==> src/rtl/pc_pkg.sv <==
`default_nettype none
// ============================================================================
// Module      : pc_pkg
// Description : Shared types and constants for the fetch-side PC sequencer.
//               Optional feature macro: PC_SEQ_ALIGN_CHECK_EN.
// Revision    : 1.0 - initial release
// ============================================================================
package pc_pkg;

    // Sequencer control states
    typedef enum logic [1:0] {
        ST_BOOT   = 2'd0,
        ST_FETCH  = 2'd1,
        ST_HOLD   = 2'd2,
        ST_HALTED = 2'd3
    } pc_state_e;

    localparam logic [31:0] PKG_RESET_VECTOR = 32'h0000_0000;
    localparam logic [31:0] PKG_TRAP_VECTOR  = 32'h0000_0004;
    localparam logic [31:0] PKG_PC_STEP      = 32'd4;

    // A redirect target is misaligned when it is not on a word boundary
    function automatic logic is_misaligned(input logic [31:0] addr);
        return addr[1:0] != 2'b00;
    endfunction

endpackage
`default_nettype wire

==> src/rtl/pc_redirect_buf.sv <==
`default_nettype none
// ============================================================================
// Module      : pc_redirect_buf
// Description : Holds one pending branch redirect (valid bit + target) until
//               the next PC update consumes it. Last load wins.
//               Optional feature macro: PC_SEQ_ALIGN_CHECK_EN (not used here).
// Revision    : 1.0 - initial release
// ============================================================================
module pc_redirect_buf (
    input  logic        clk,
    input  logic        rst,
    input  logic        load_i,
    input  logic [31:0] target_i,
    input  logic        clear_i,
    output logic        valid_o,
    output logic [31:0] target_o
);

    logic        valid_q;
    logic [31:0] target_q;

    // Capture a redirect; consumption by an update takes priority over a load
    always_ff @(posedge clk) begin
        if (rst) begin
            valid_q  <= 1'b0;
            target_q <= 32'h0000_0000;
        end else if (clear_i) begin
            valid_q  <= 1'b0;
        end else if (load_i) begin
            valid_q  <= 1'b1;
            target_q <= target_i;
        end
    end

    assign valid_o  = valid_q;
    assign target_o = target_q;

endmodule
`default_nettype wire

==> src/rtl/pc_sequencer.sv <==
`default_nettype none
// ============================================================================
// Module      : pc_sequencer
// Description : Fetch-side controller that sequences the external pcreg
//               register: boot vector, sequential step, branch redirects,
//               stall hold and halt/run control, plus a retired counter.
//               Optional feature macro: PC_SEQ_ALIGN_CHECK_EN (misaligned
//               redirect targets are replaced by TRAP_VECTOR).
// Revision    : 1.0 - initial release
// ============================================================================
module pc_sequencer
    import pc_pkg::*;
#(
    parameter logic [31:0] RESET_VECTOR = PKG_RESET_VECTOR,
    parameter logic [31:0] TRAP_VECTOR  = PKG_TRAP_VECTOR,
    parameter logic [31:0] PC_STEP      = PKG_PC_STEP
) (
    input  logic        clk,
    input  logic        rst,
    input  logic [31:0] pc_q,
    output logic        pc_ena,
    output logic [31:0] pc_d,
    output logic        imem_req,
    output logic [31:0] imem_addr,
    input  logic        imem_ack,
    input  logic        stall,
    input  logic        br_valid,
    input  logic [31:0] br_target,
    input  logic        halt,
    input  logic        run,
    output logic        instr_valid,
    output logic        halted,
    output logic [31:0] retired,
    output logic        misalign_err
);

    pc_state_e   state_q;
    pc_state_e   state_d;
    logic [31:0] retired_q;

    logic        w_boot;
    logic        w_update;
    logic        w_pend_valid;
    logic [31:0] w_pend_target;
    logic        w_redirect;
    logic [31:0] w_redir_target;
    logic        w_misalign;
    logic [31:0] w_next_pc;

    pc_redirect_buf u_redirect_buf (
        .clk      (clk),
        .rst      (rst),
        .load_i   (br_valid & ~w_update),
        .target_i (br_target),
        .clear_i  (w_update),
        .valid_o  (w_pend_valid),
        .target_o (w_pend_target)
    );

    // Next-PC selection: live redirect, then pending redirect, then step
    always_comb begin
        w_redirect     = br_valid | w_pend_valid;
        w_redir_target = br_valid ? br_target : w_pend_target;
`ifdef PC_SEQ_ALIGN_CHECK_EN
        w_misalign     = w_redirect & is_misaligned(w_redir_target);
        if (w_misalign)
            w_next_pc = TRAP_VECTOR;
        else if (w_redirect)
            w_next_pc = w_redir_target;
        else
            w_next_pc = pc_q + PC_STEP;
`else
        w_misalign     = 1'b0;
        w_next_pc      = w_redirect ? w_redir_target : (pc_q + PC_STEP);
`endif
    end

`ifndef PC_SEQ_ALIGN_CHECK_EN
    // The trap vector only matters when alignment checking is built in
    logic w_unused_trap;
    assign w_unused_trap = ^TRAP_VECTOR;
`endif

    // Next-state and update-cycle decode; reset suppresses any update
    always_comb begin
        state_d  = state_q;
        w_update = 1'b0;
        case (state_q)
            ST_BOOT: begin
                state_d = ST_FETCH;
            end
            ST_FETCH: begin
                if (imem_ack) begin
                    if (stall) begin
                        state_d = ST_HOLD;
                    end else begin
                        w_update = 1'b1;
                        state_d  = halt ? ST_HALTED : ST_FETCH;
                    end
                end
            end
            ST_HOLD: begin
                if (!stall) begin
                    w_update = 1'b1;
                    state_d  = halt ? ST_HALTED : ST_FETCH;
                end
            end
            ST_HALTED: begin
                if (run)
                    state_d = ST_FETCH;
            end
            default: begin
                state_d = ST_BOOT;
            end
        endcase
        if (rst)
            w_update = 1'b0;
    end

    // State register and retired-instruction counter (wraps naturally)
    always_ff @(posedge clk) begin
        if (rst) begin
            state_q   <= ST_BOOT;
            retired_q <= 32'h0000_0000;
        end else begin
            state_q <= state_d;
            if (w_update)
                retired_q <= retired_q + 32'd1;
        end
    end

    // Everything except the fetch address is forced low while in reset
    assign w_boot       = ~rst & (state_q == ST_BOOT);
    assign pc_ena       = w_boot | w_update;
    assign pc_d         = w_boot ? RESET_VECTOR : (w_update ? w_next_pc : 32'h0000_0000);
    assign imem_req     = ~rst & (state_q == ST_FETCH);
    assign imem_addr    = pc_q;
    assign instr_valid  = imem_req & imem_ack;
    assign halted       = ~rst & (state_q == ST_HALTED);
    assign retired      = rst ? 32'h0000_0000 : retired_q;
    assign misalign_err = w_update & w_misalign;

endmodule
`default_nettype wire
==> config.mk <==
export PLATFORM = sky130hd
export DESIGN_NAME = pc_sequencer
export DESIGN_NICKNAME = d
export VERILOG_FILES = /design/src/rtl/pc_pkg.sv /design/src/rtl/pc_redirect_buf.sv /design/src/rtl/pc_sequencer.sv
export SDC_FILE = /design/constraint.sdc
export NUM_CORES = 1
export LEC_CHECK = 0
export ABC_AREA = 1
export CAP_MARGIN = 20
export CORE_MARGIN = 2
export CORE_UTILIZATION = 41
export CTS_CLUSTER_DIAMETER = 30
export CTS_CLUSTER_SIZE = 12
export DETAILED_ROUTE_END_ITERATION = 10
export GPL_ROUTABILITY_DRIVEN = 0
export PLACE_DENSITY = 0.77
export SLEW_MARGIN = 20
export SYNTH_ARGS = -nofsm -noshare
export SYNTH_HDL_FRONTEND = slang
export SYNTH_SLANG_ARGS = --single-unit
==> constraint.sdc <==
create_clock -name clk -period 4.8 [get_ports clk]
set_input_delay 0.96 -clock clk [delete_from_list [all_inputs] [get_ports clk]]
set_output_delay 0.96 -clock clk [all_outputs]
set_load 0.05 [all_outputs]
==> reports/results.tsv, run 1 <==
metric	value	unit
hpwl	11.88	mm
cellLeakagePower	2.879	nW
io_buffers	170	
nNetsFinal	1029	
diodes	0	
ios	172	
dp_slack	0.6661	ns
grt_pass1_wl	25.03	mm
intPower	1.107	mW
drc	0	
cts_sinks	67	
rsz0062_at_grt	no	
ys_seq_area_frac	0.2706	
switching_share	0.3078	
timing.final.ws_setup	0.6635	ns
cp-end-kind	primary output	
hold_viol_final	0	
nFillCells	1133	
track_usage	0.2400	
p_total	1.599	mW
grt_pass1_vias	5183	
ir_worst_vdd	0.1460	mV
grt_max_degree	50	
ys_async_sr_fraction	0	
pwr-share-seq	0.372	
synth_cells	825	
fin_skew	0.006882	ns
crit_arrival	3.18	ns
fin_crit_sh	0.8618	
grt_remaining_overflow	0	
critical-path-max-stage-delay	0.51	ns
synth_edf_count	0	
clkTransAtPathRegs	0.05	ns
combPwrFrac	0.244	
synth_cell_types	43	
antenna_found_initial	0	
cts.repair.resized	0	
slew_violations	0	
power_density	225.1	nW/µm²
core	11910	µm²
clock_latency	0.32	ns
tns	0	ns
maxCapViolations	0	
drive_gt1_frac	0.08986	
vias	5674	
cp_common_cell	nor2_4	
synth-seq-cells	67	
synth_area_per_cell	6.007	µm²
wire_per_inst	14.32	µm
initial_core_util	0.4161	
final_core_util	0.5962	
crit_chain	clkdlybuf4s50_1, nor2_4, nand3_4, nor2_4, inv_2, nor3_1, buf_12	
max_slew_margin	0.5048	
regArea	1341	µm²
path_class	input pin to primary output	
period_needed	4.136	ns
syn-cell-area	4956	µm²
yosysWarnings	0	
area_growth_syn_to_layout	43.30	%
die_area	12980	µm²
cts_hold_buf	0	
p_switching	0.4921	mW
cts_buffers	9	
cts_tree	yes	
wirelength	15.81	mm
hold_path.class	flip-flop to flip-flop	
cts_setup_buffers	0	
required	3.84	ns
clockPowerShare	0.384	
fin_cells	1104	
crit_slowest_cell	clkdlybuf4s50_1	
r2r_setup_slack	2.00	ns
multi_input_area	2824	µm²
routed_via_density	5.139	
setup_violations	0	
status	finished, final reports clean	
worstSetupStartpointType	input pin	
final_antenna_net_count	0	
die_width	113.9	µm
first_iter_violations	353	
path_max_fanout	16	
placed_cells	1088	
synthFlopType	dfxtp_1	
max_freq	241.8	MHz
worstMarginPinSlew	0.7409	ns
cts_root_buf	clkbuf_16	
clockBufferDepth	2	
die_h	113.9	µm
synth_nets	902	
firstDrtPassIters	5	
core.rowCount	40	
htreeDepth	3	
cell families after synthesis:
kind of cell               synth area share
and+or+nand+nor                      0.3736
buffers and inverters                0.1596
AOI/OAI and AO/OA                    0.1644
DFF                                  0.2706
xor gates and xnor gates            0.01590
adders and majority gates           0.01515
other                             0.0007567
metal layers:
layer | global-route usage | wire (µm) | vias up | part of all wire
li1 | - | - | 2868 | -
met1 | 0.2970 | 6798 | 2536 | 0.43
met2 | 0.4179 | 7442 | 237 | 0.47
met3 | 0.03932 | 1191 | 33 | 0.075
met4 | 0.09106 | 379 | 0 | 0.024
met5 | 0 | 0 | - | 0
cells in the final DEF (no fill, tap or decap), types with 4 or more instances in the layout:
cell type,Yosys,layout
o21ai_0,55,55
buf_4,35,11
o211ai_1,7,7
a21oi_1,39,39
xor2_1,4,4
nor2_4,7,7
buf_12,0,33
nor2_2,4,4
nand3_1,29,29
o221ai_1,20,20
inv_2,6,6
nand2_1,163,163
clkbuf_16,0,9
dfxtp_1,67,67
ha_1,6,6
inv_1,104,104
or2_2,4,4
nand4_1,9,9
xnor2_1,5,5
nor2_1,185,185
a21o_1,4,4
nor3_1,23,23
clkdlybuf4s50_1,0,131
o22ai_1,5,5
registers in the layout (all words and copies together), names as in the netlist:
signal                   cells
u_redirect_buf.valid_o       1
retired_q                   32
u_redirect_buf.target_o     32
state_q                      2
power by group through the flow:
| stage | Sequential [mW] | Combinational, mW | Clock, mW |
|---|---|---|---|
| finish | 0.595 | 0.390 | 0.614 |
| global route | 0.597 | 0.420 | 0.654 |
| CTS | 0.594 | 0.389 | 0.626 |
| detailed placement | 0.606 | 0.388 | 0 |
| global placement | 0.605 | 0.386 | 0 |
| floorplan | 0.603 | 0.243 | 0 |
final timing paths:
path / startpoint / endpoint / depth (start not counted)
min reg2reg: u_redirect_buf.target_o[30]$_SDFFE_PP0P_ / u_redirect_buf.target_o[30]$_SDFFE_PP0P_ / 2
max reg2reg: state_q[1]$_SDFFE_PP0P_ / u_redirect_buf.target_o[5]$_SDFFE_PP0P_ / 9
min: u_redirect_buf.target_o[30]$_SDFFE_PP0P_ / u_redirect_buf.target_o[30]$_SDFFE_PP0P_ / 2
max: stall / pc_d[7] / 7
synth_stat cells, types with 2 or more instances:
cell type | count | area [µm²]
inv_1 | 104 | 390.4
nor3_2 | 2 | 20.02
buf_2 | 10 | 50.05
buf_1 | 3 | 11.26
and2_1 | 2 | 12.51
xor2_1 | 4 | 35.03
nor3_1 | 23 | 115.1
ha_1 | 6 | 75.07
nand3_1 | 29 | 145.1
nand4_1 | 9 | 56.30
xnor2_1 | 5 | 43.79
a21oi_1 | 39 | 195.2
a22oi_1 | 2 | 15.01
o211ai_1 | 7 | 52.55
nor2_2 | 4 | 25.02
o21ai_0 | 55 | 275.3
nand2_1 | 163 | 611.8
o221ai_1 | 20 | 175.2
clkbuf_1 | 9 | 33.78
a21o_1 | 4 | 30.03
or2_2 | 4 | 25.02
nor2_1 | 185 | 694.4
o22ai_1 | 5 | 31.28
nor2_4 | 7 | 78.83
buf_4 | 35 | 262.8
inv_2 | 6 | 22.52
dfxtp_1 | 67 | 1341
area by class of cell:
class / instances / area share
sequential: 67 / 0.1889
inverter: 111 / 0.05867
clock buffer: 12 / 0.03612
timing repair buffer: 175 / 0.2893
tap: 147 / 0.02590
multi-input combinational: 588 / 0.3976
clock inverter: 4 / 0.003524
worst max-delay path, delay by kind of cell:
kind	cells	cell delay, ns
buffers and inverters	3	0.95
AND/OR/NAND/NOR	4	1.26
metrics by stage:
| stage | hold slack [ns] | instance area, µm² |
|---|---|---|
| final | 0.4713 | 7102 |
| after floorplan | 0.4389 | 4956 |
| after detailed placement | 0.4561 | 6820 |
| after global placement | 0.4588 | 6820 |
| after CTS | 0.4739 | 7102 |
| after global routing | 0.4991 | 7102 |
Note: power is estimated with default switching activity, not from simulation.
==> inputs of run 2 (changes only) <==
CORE_UTILIZATION = 50   (was 41)
PLACE_DENSITY = 0.9   (was 0.77)
==> run 2 against run 1 <==
Combinational power about the same. Final cell count shrank 1.2%. Register-to-register slack gained 0.02 ns. Critical path type unchanged. Clock power fell by 17%. Die area fell by 17%.
==> reports/results.tsv, run 2 (same netlist as run 1, synthesis figures left out) <==
metric	value	unit	change
final_antenna_net_count	0		unchanged
grt_max_degree	49		was 50
rsz0062_at_grt	no		unchanged
io_buffers	170		unchanged
path_class	input pin to primary output		unchanged
period_needed	3.962	ns	was 4.136 ns
path_max_fanout	19		was 16
htreeDepth	3		unchanged
hpwl	11.98	mm	was 11.88 mm
worstMarginPinSlew	0.6673	ns	was 0.7409 ns
clkTransAtPathRegs	0.07	ns	was 0.05 ns
crit_chain	clkdlybuf4s50_1, clkinv_1, buf_4, nor2_1, inv_1, o211ai_1, a21oi_1, buf_12		was clkdlybuf4s50_1, nor2_4, nand3_4, nor2_4, inv_2, nor3_1, buf_12
timing.final.ws_setup	0.8384	ns	was 0.6635 ns
clockBufferDepth	2		unchanged
die_h	103.6	µm	was 113.9 µm
area_growth_syn_to_layout	42.09	%	was 43.30%
cts_tree	yes		unchanged
fin_crit_sh	0.8253		was 0.8618
drc	0		unchanged
ios	172		unchanged
max_freq	252.4	MHz	was 241.8 MHz
initial_core_util	0.5118		was 0.4161
power_density	211.9	nW/µm²	was 225.1 nW/µm²
fin_hold_ws	0.4830	ns	was 0.4713 ns
crit_arrival	3.00	ns	was 3.18 ns
final_cell_mix	185 x nor2_1, 163 x nand2_1, 137 x clkdlybuf4s50_1		was 185 x nor2_1, 163 x nand2_1, 131 x clkdlybuf4s50_1
grt_pass1_wl	25.47	mm	was 25.03 mm
mostFrequentLayoutCell	nor2_1		unchanged
crit_slowest_cell	clkdlybuf4s50_1		unchanged
required	3.84	ns	about the same
cp-end-kind	primary output		unchanged
firstDrtPassIters	5		unchanged
cts_hold_buf	0		unchanged
die_area	10720	µm²	was 12,980 µm²
core	9684	µm²	was 11,910 µm²
first_iter_violations	338		was 353
nNetsFinal	1031		was 1,029
hold_viol_final	0		unchanged
drive_gt1_frac	0.08246		was 0.08986
status	finished, final reports clean		unchanged
core.rowCount	36		was 40
grt_pass1_vias	5354		was 5,183
tns	0	ns	unchanged
worstSetupStartpointType	input pin		unchanged
antenna_found_initial	0		unchanged
die_width	103.6	µm	was 113.9 µm
cts_buffers	9		unchanged
maxCapViolations	0		unchanged
grt_remaining_overflow	0		unchanged
final_core_util	0.7271		was 0.5962
slew_violations	0		unchanged
dp_slack	0.8901	ns	was 0.6661 ns
wirelength	15.54	mm	was 15.81 mm
fin_skew	0.007726	ns	was 0.006882 ns
vias	5756		was 5,674
clock_latency	0.34	ns	was 0.32 ns
setup_violations	0		unchanged
max_slew_margin	0.5540		was 0.5048
cellLeakagePower	2.845	nW	was 2.879 nW
cts_setup_buffers	0		unchanged
cts_root_buf	clkbuf_8		was clkbuf_16
track_usage	0.2875		was 0.2400
wire_per_inst	14.24	µm	was 14.32 µm
critical-path-max-stage-delay	0.64	ns	was 0.51 ns
hold_path.class	flip-flop to flip-flop		unchanged
diodes	0		unchanged
cts.repair.resized	0		unchanged
ir_worst_vdd	0.1655	mV	was 0.1460 mV
cts_sinks	67		unchanged
routed_via_density	5.276		was 5.139
## run 2: path summary, 6_finish.rpt
kind / start / endpoint / slack [ns] / cells after the start
setup / recovery: br_valid / pc_d[28] / 0.84 / 8
hold / removal: retired_q[3]$_SDFFE_PP0P_ / retired_q[3]$_SDFFE_PP0P_ / 0.48 / 1
setup reg to reg: state_q[0]$_SDFFE_PP0P_ / u_redirect_buf.target_o[30]$_SDFFE_PP0P_ / 2.02 / 11
hold reg to reg: retired_q[3]$_SDFFE_PP0P_ / retired_q[3]$_SDFFE_PP0P_ / 0.48 / 1
## run 2: worst max-delay path, delay by kind of cell
family | cells | cell delay (ns)
AOI/OAI and AO/OA | 2 | 0.21
buffers and inverters | 5 | 1.72
and+or+nand+nor | 1 | 0.10
## run 2: metrics by stage
stage	std cells	power, mW	area, µm²
after floorplan	825	0.8465	4956
after global placement	1076	0.9863	6833
after detailed placement	1076	0.9932	6833
after CTS	1091	1.496	7042
after global routing	1091	1.556	7042
final	1091	1.492	7042
## run 2: area by class of cell
class | count | area [µm²]
clock buffer | 13 | 148.9
multi-input combinational | 588 | 2824
sequential | 67 | 1341
fill | 783 | 2643
clock inverter | 2 | 60.06
timing repair buffer | 177 | 2085
inverter | 111 | 416.7
tap | 133 | 166.4
## run 2: power by group
part	total (mW)	internal, mW	switching, mW	leakage [nW]
Clock	0.509	0.305	0.204	0.104
Sequential	0.594	0.581	0.0134	0.549
Combinational	0.389	0.151	0.238	2.19
## run 2: layer usage
metal  global-route usage  share of wire
met1               0.3434           0.40
met2               0.4981           0.48
met3              0.06104          0.088
met4               0.1255          0.036
met5                    0              0
==> inputs of run 3 (changes only) <==
CORE_UTILIZATION = 42   (was 50)
PLACE_DENSITY = 0.81   (was 0.9)
clock period = 3.2 ns   (was 4.8 ns; I/O delays follow)
==> run 3 against run 2 <==
Critical path depth is 2 higher. Non-clock buffer count increased by 24. Final cell count rose by 3.2%. Via count up 0.64%. Critical path type unchanged. Largest cell class unchanged.
==> reports/results.tsv, run 3 (same netlist as run 1, synthesis figures left out) <==
metric	value	unit	change
drive_gt1_frac	0.1272		was 0.08246
cts_hold_buf	0		unchanged
nNetsFinal	1055		was 1,031
track_usage	0.2434		was 0.2875
crit_arrival	2.47	ns	was 3.00 ns
firstDrtPassIters	5		unchanged
hpwl	12.12	mm	was 11.98 mm
clockPowerShare	0.380		was 0.341
path_max_fanout	5		was 19
pwr-share-seq	0.369		was 0.398
ir_worst_vdd	0.2591	mV	was 0.1655 mV
power_density	326.6	nW/µm²	was 211.9 nW/µm²
routed_via_density	5.145		was 5.276
crit_chain	clkdlybuf4s50_1, nand2_1, nor2_1, nand2_1, nor2_1, nand3_1, nand2_1, nand2_1, a21oi_2, buf_12		was clkdlybuf4s50_1, clkinv_1, buf_4, nor2_1, inv_1, o211ai_1, a21oi_1, buf_12
final_core_util	0.6455		was 0.7271
wire_per_inst	14.13	µm	was 14.24 µm
critical-path-max-stage-delay	0.60	ns	was 0.64 ns
combPwrFrac	0.252		was 0.261
clock_latency	0.33	ns	was 0.34 ns
final_cell_mix	178 x nor2_1, 162 x nand2_1, 133 x clkdlybuf4s50_1		was 185 x nor2_1, 163 x nand2_1, 137 x clkdlybuf4s50_1
cp_common_cell	nand2_1		
finalInstanceArea	7402	µm²	was 7042 µm²
cts_sinks	67		unchanged
antenna_found_initial	0		unchanged
vias	5793		was 5,756
max_freq	321.6	MHz	
setup_violations	0		unchanged
required	2.56	ns	was 3.84 ns
crit_slowest_cell	clkdlybuf4s50_1		unchanged
clkTransAtPathRegs	0.06	ns	was 0.07 ns
area_growth_syn_to_layout	49.36	%	was 42.09%
drc	0		unchanged
rsz0062_at_grt	yes		was no
dp_slack	-0.007317	ns	was 0.8901 ns
cp-end-kind	primary output		unchanged
first_iter_violations	294		was 338
fin_skew	0.007167	ns	was 0.007726 ns
intPower	1.641	mW	was 1.036 mW
die_width	112.6	µm	was 103.6 µm
grt_pass1_vias	5373		was 5,354
slew_violations	0		unchanged
cts_root_buf	clkbuf_16		was clkbuf_8
core	11470	µm²	was 9684 µm²
grt_remaining_overflow	0		unchanged
placed_cells	1109		was 1,076
die_area	12680	µm²	was 10,720 µm²
p_switching	0.7765	mW	was 0.4555 mW
io_buffers	170		unchanged
grt_max_degree	49		unchanged
path_class	input pin to primary output		unchanged
p_total	2.418	mW	was 1.492 mW
worstMarginPinSlew	0.5775	ns	was 0.6673 ns
wirelength	15.91	mm	was 15.54 mm
htreeDepth	3		unchanged
ios	172		unchanged
fin_cells	1126		was 1,091
final_antenna_net_count	0		unchanged
diodes	0		unchanged
mostFrequentLayoutCell	nor2_1		unchanged
timing.final.ws_setup	0.09026	ns	was 0.8384 ns
cellLeakagePower	3.026	nW	was 2.845 nW
fin_hold_ws	0.4817	ns	was 0.4830 ns
max_slew_margin	0.6144		was 0.5540
fin_crit_sh	0.9718		
grt_pass1_wl	25.27	mm	was 25.47 mm
hold_path.class	flip-flop to flip-flop		unchanged
placed_area	7044	µm²	was 6833 µm²
core.rowCount	39		was 36
clockBufferDepth	2		unchanged
tns	0	ns	unchanged
maxCapViolations	0		unchanged
initial_core_util	0.4322		was 0.5118
switching_share	0.3212		was 0.3053
period_needed	3.110	ns	
die_h	112.6	µm	was 103.6 µm
worstSetupStartpointType	input pin		unchanged
cts_tree	yes		unchanged
cts_buffers	9		unchanged
hold_viol_final	0		unchanged
status	finished, final reports clean		unchanged
run 3: power by group through the flow:
stage	logic [mW]	registers [mW]	clock network (mW)
3_3_place_gp	0.594	0.907	0
5_1_grt	0.655	0.895	0.963
2_1_floorplan	0.366	0.905	0
6_report	0.608	0.891	0.918
4_1_cts	0.602	0.891	0.934
3_5_place_dp	0.600	0.909	0
run 3: worst max-delay path, delay by kind of cell:
| family | cells | cell delay [ns] |
|---|---|---|
| buf+inv | 2 | 0.76 |
| simple gates | 7 | 0.87 |
| compound gates | 1 | 0.20 |
run 3: what timing repair did:
item	CTS	global route
setup buffers	0	1
pin swaps	0	2
setup endpoints to repair	1	18
resized for setup	1	20
run 3: layout make-up:
cell class	instances	area, µm²
Clock inverter	7	53.80
Sequential cell	67	1341
Timing Repair Buffer	201	2292
Clock buffer	9	225.2
Tap cell	143	178.9
Inverter	111	416.7
Fill cell	1014	4065
Multi-Input combinational cell	588	2894
run 3: path summary, 6_finish.rpt:
| check | slack, ns | start | endpoint | cells past startpoint |
|---|---|---|---|---|
| worst max-delay path | 0.09 | pc_q[21] | pc_d[30] | 10 |
| worst min register to register | 0.48 | u_redirect_buf.target_o[30]$_SDFFE_PP0P_ | u_redirect_buf.target_o[30]$_SDFFE_PP0P_ | 2 |
| worst min-delay path | 0.48 | u_redirect_buf.target_o[30]$_SDFFE_PP0P_ | u_redirect_buf.target_o[30]$_SDFFE_PP0P_ | 2 |
| worst max register to register | 0.93 | state_q[0]$_SDFFE_PP0P_ | u_redirect_buf.target_o[30]$_SDFFE_PP0P_ | 11 |
run 3: metal layers:
| metal | wire (µm) | GRT usage |
|---|---|---|
| met5 | 0 | 0 |
| met4 | 487 | 0.1081 |
| met3 | 1200 | 0.03888 |
| met2 | 7684 | 0.4343 |
| met1 | 6535 | 0.2861 |
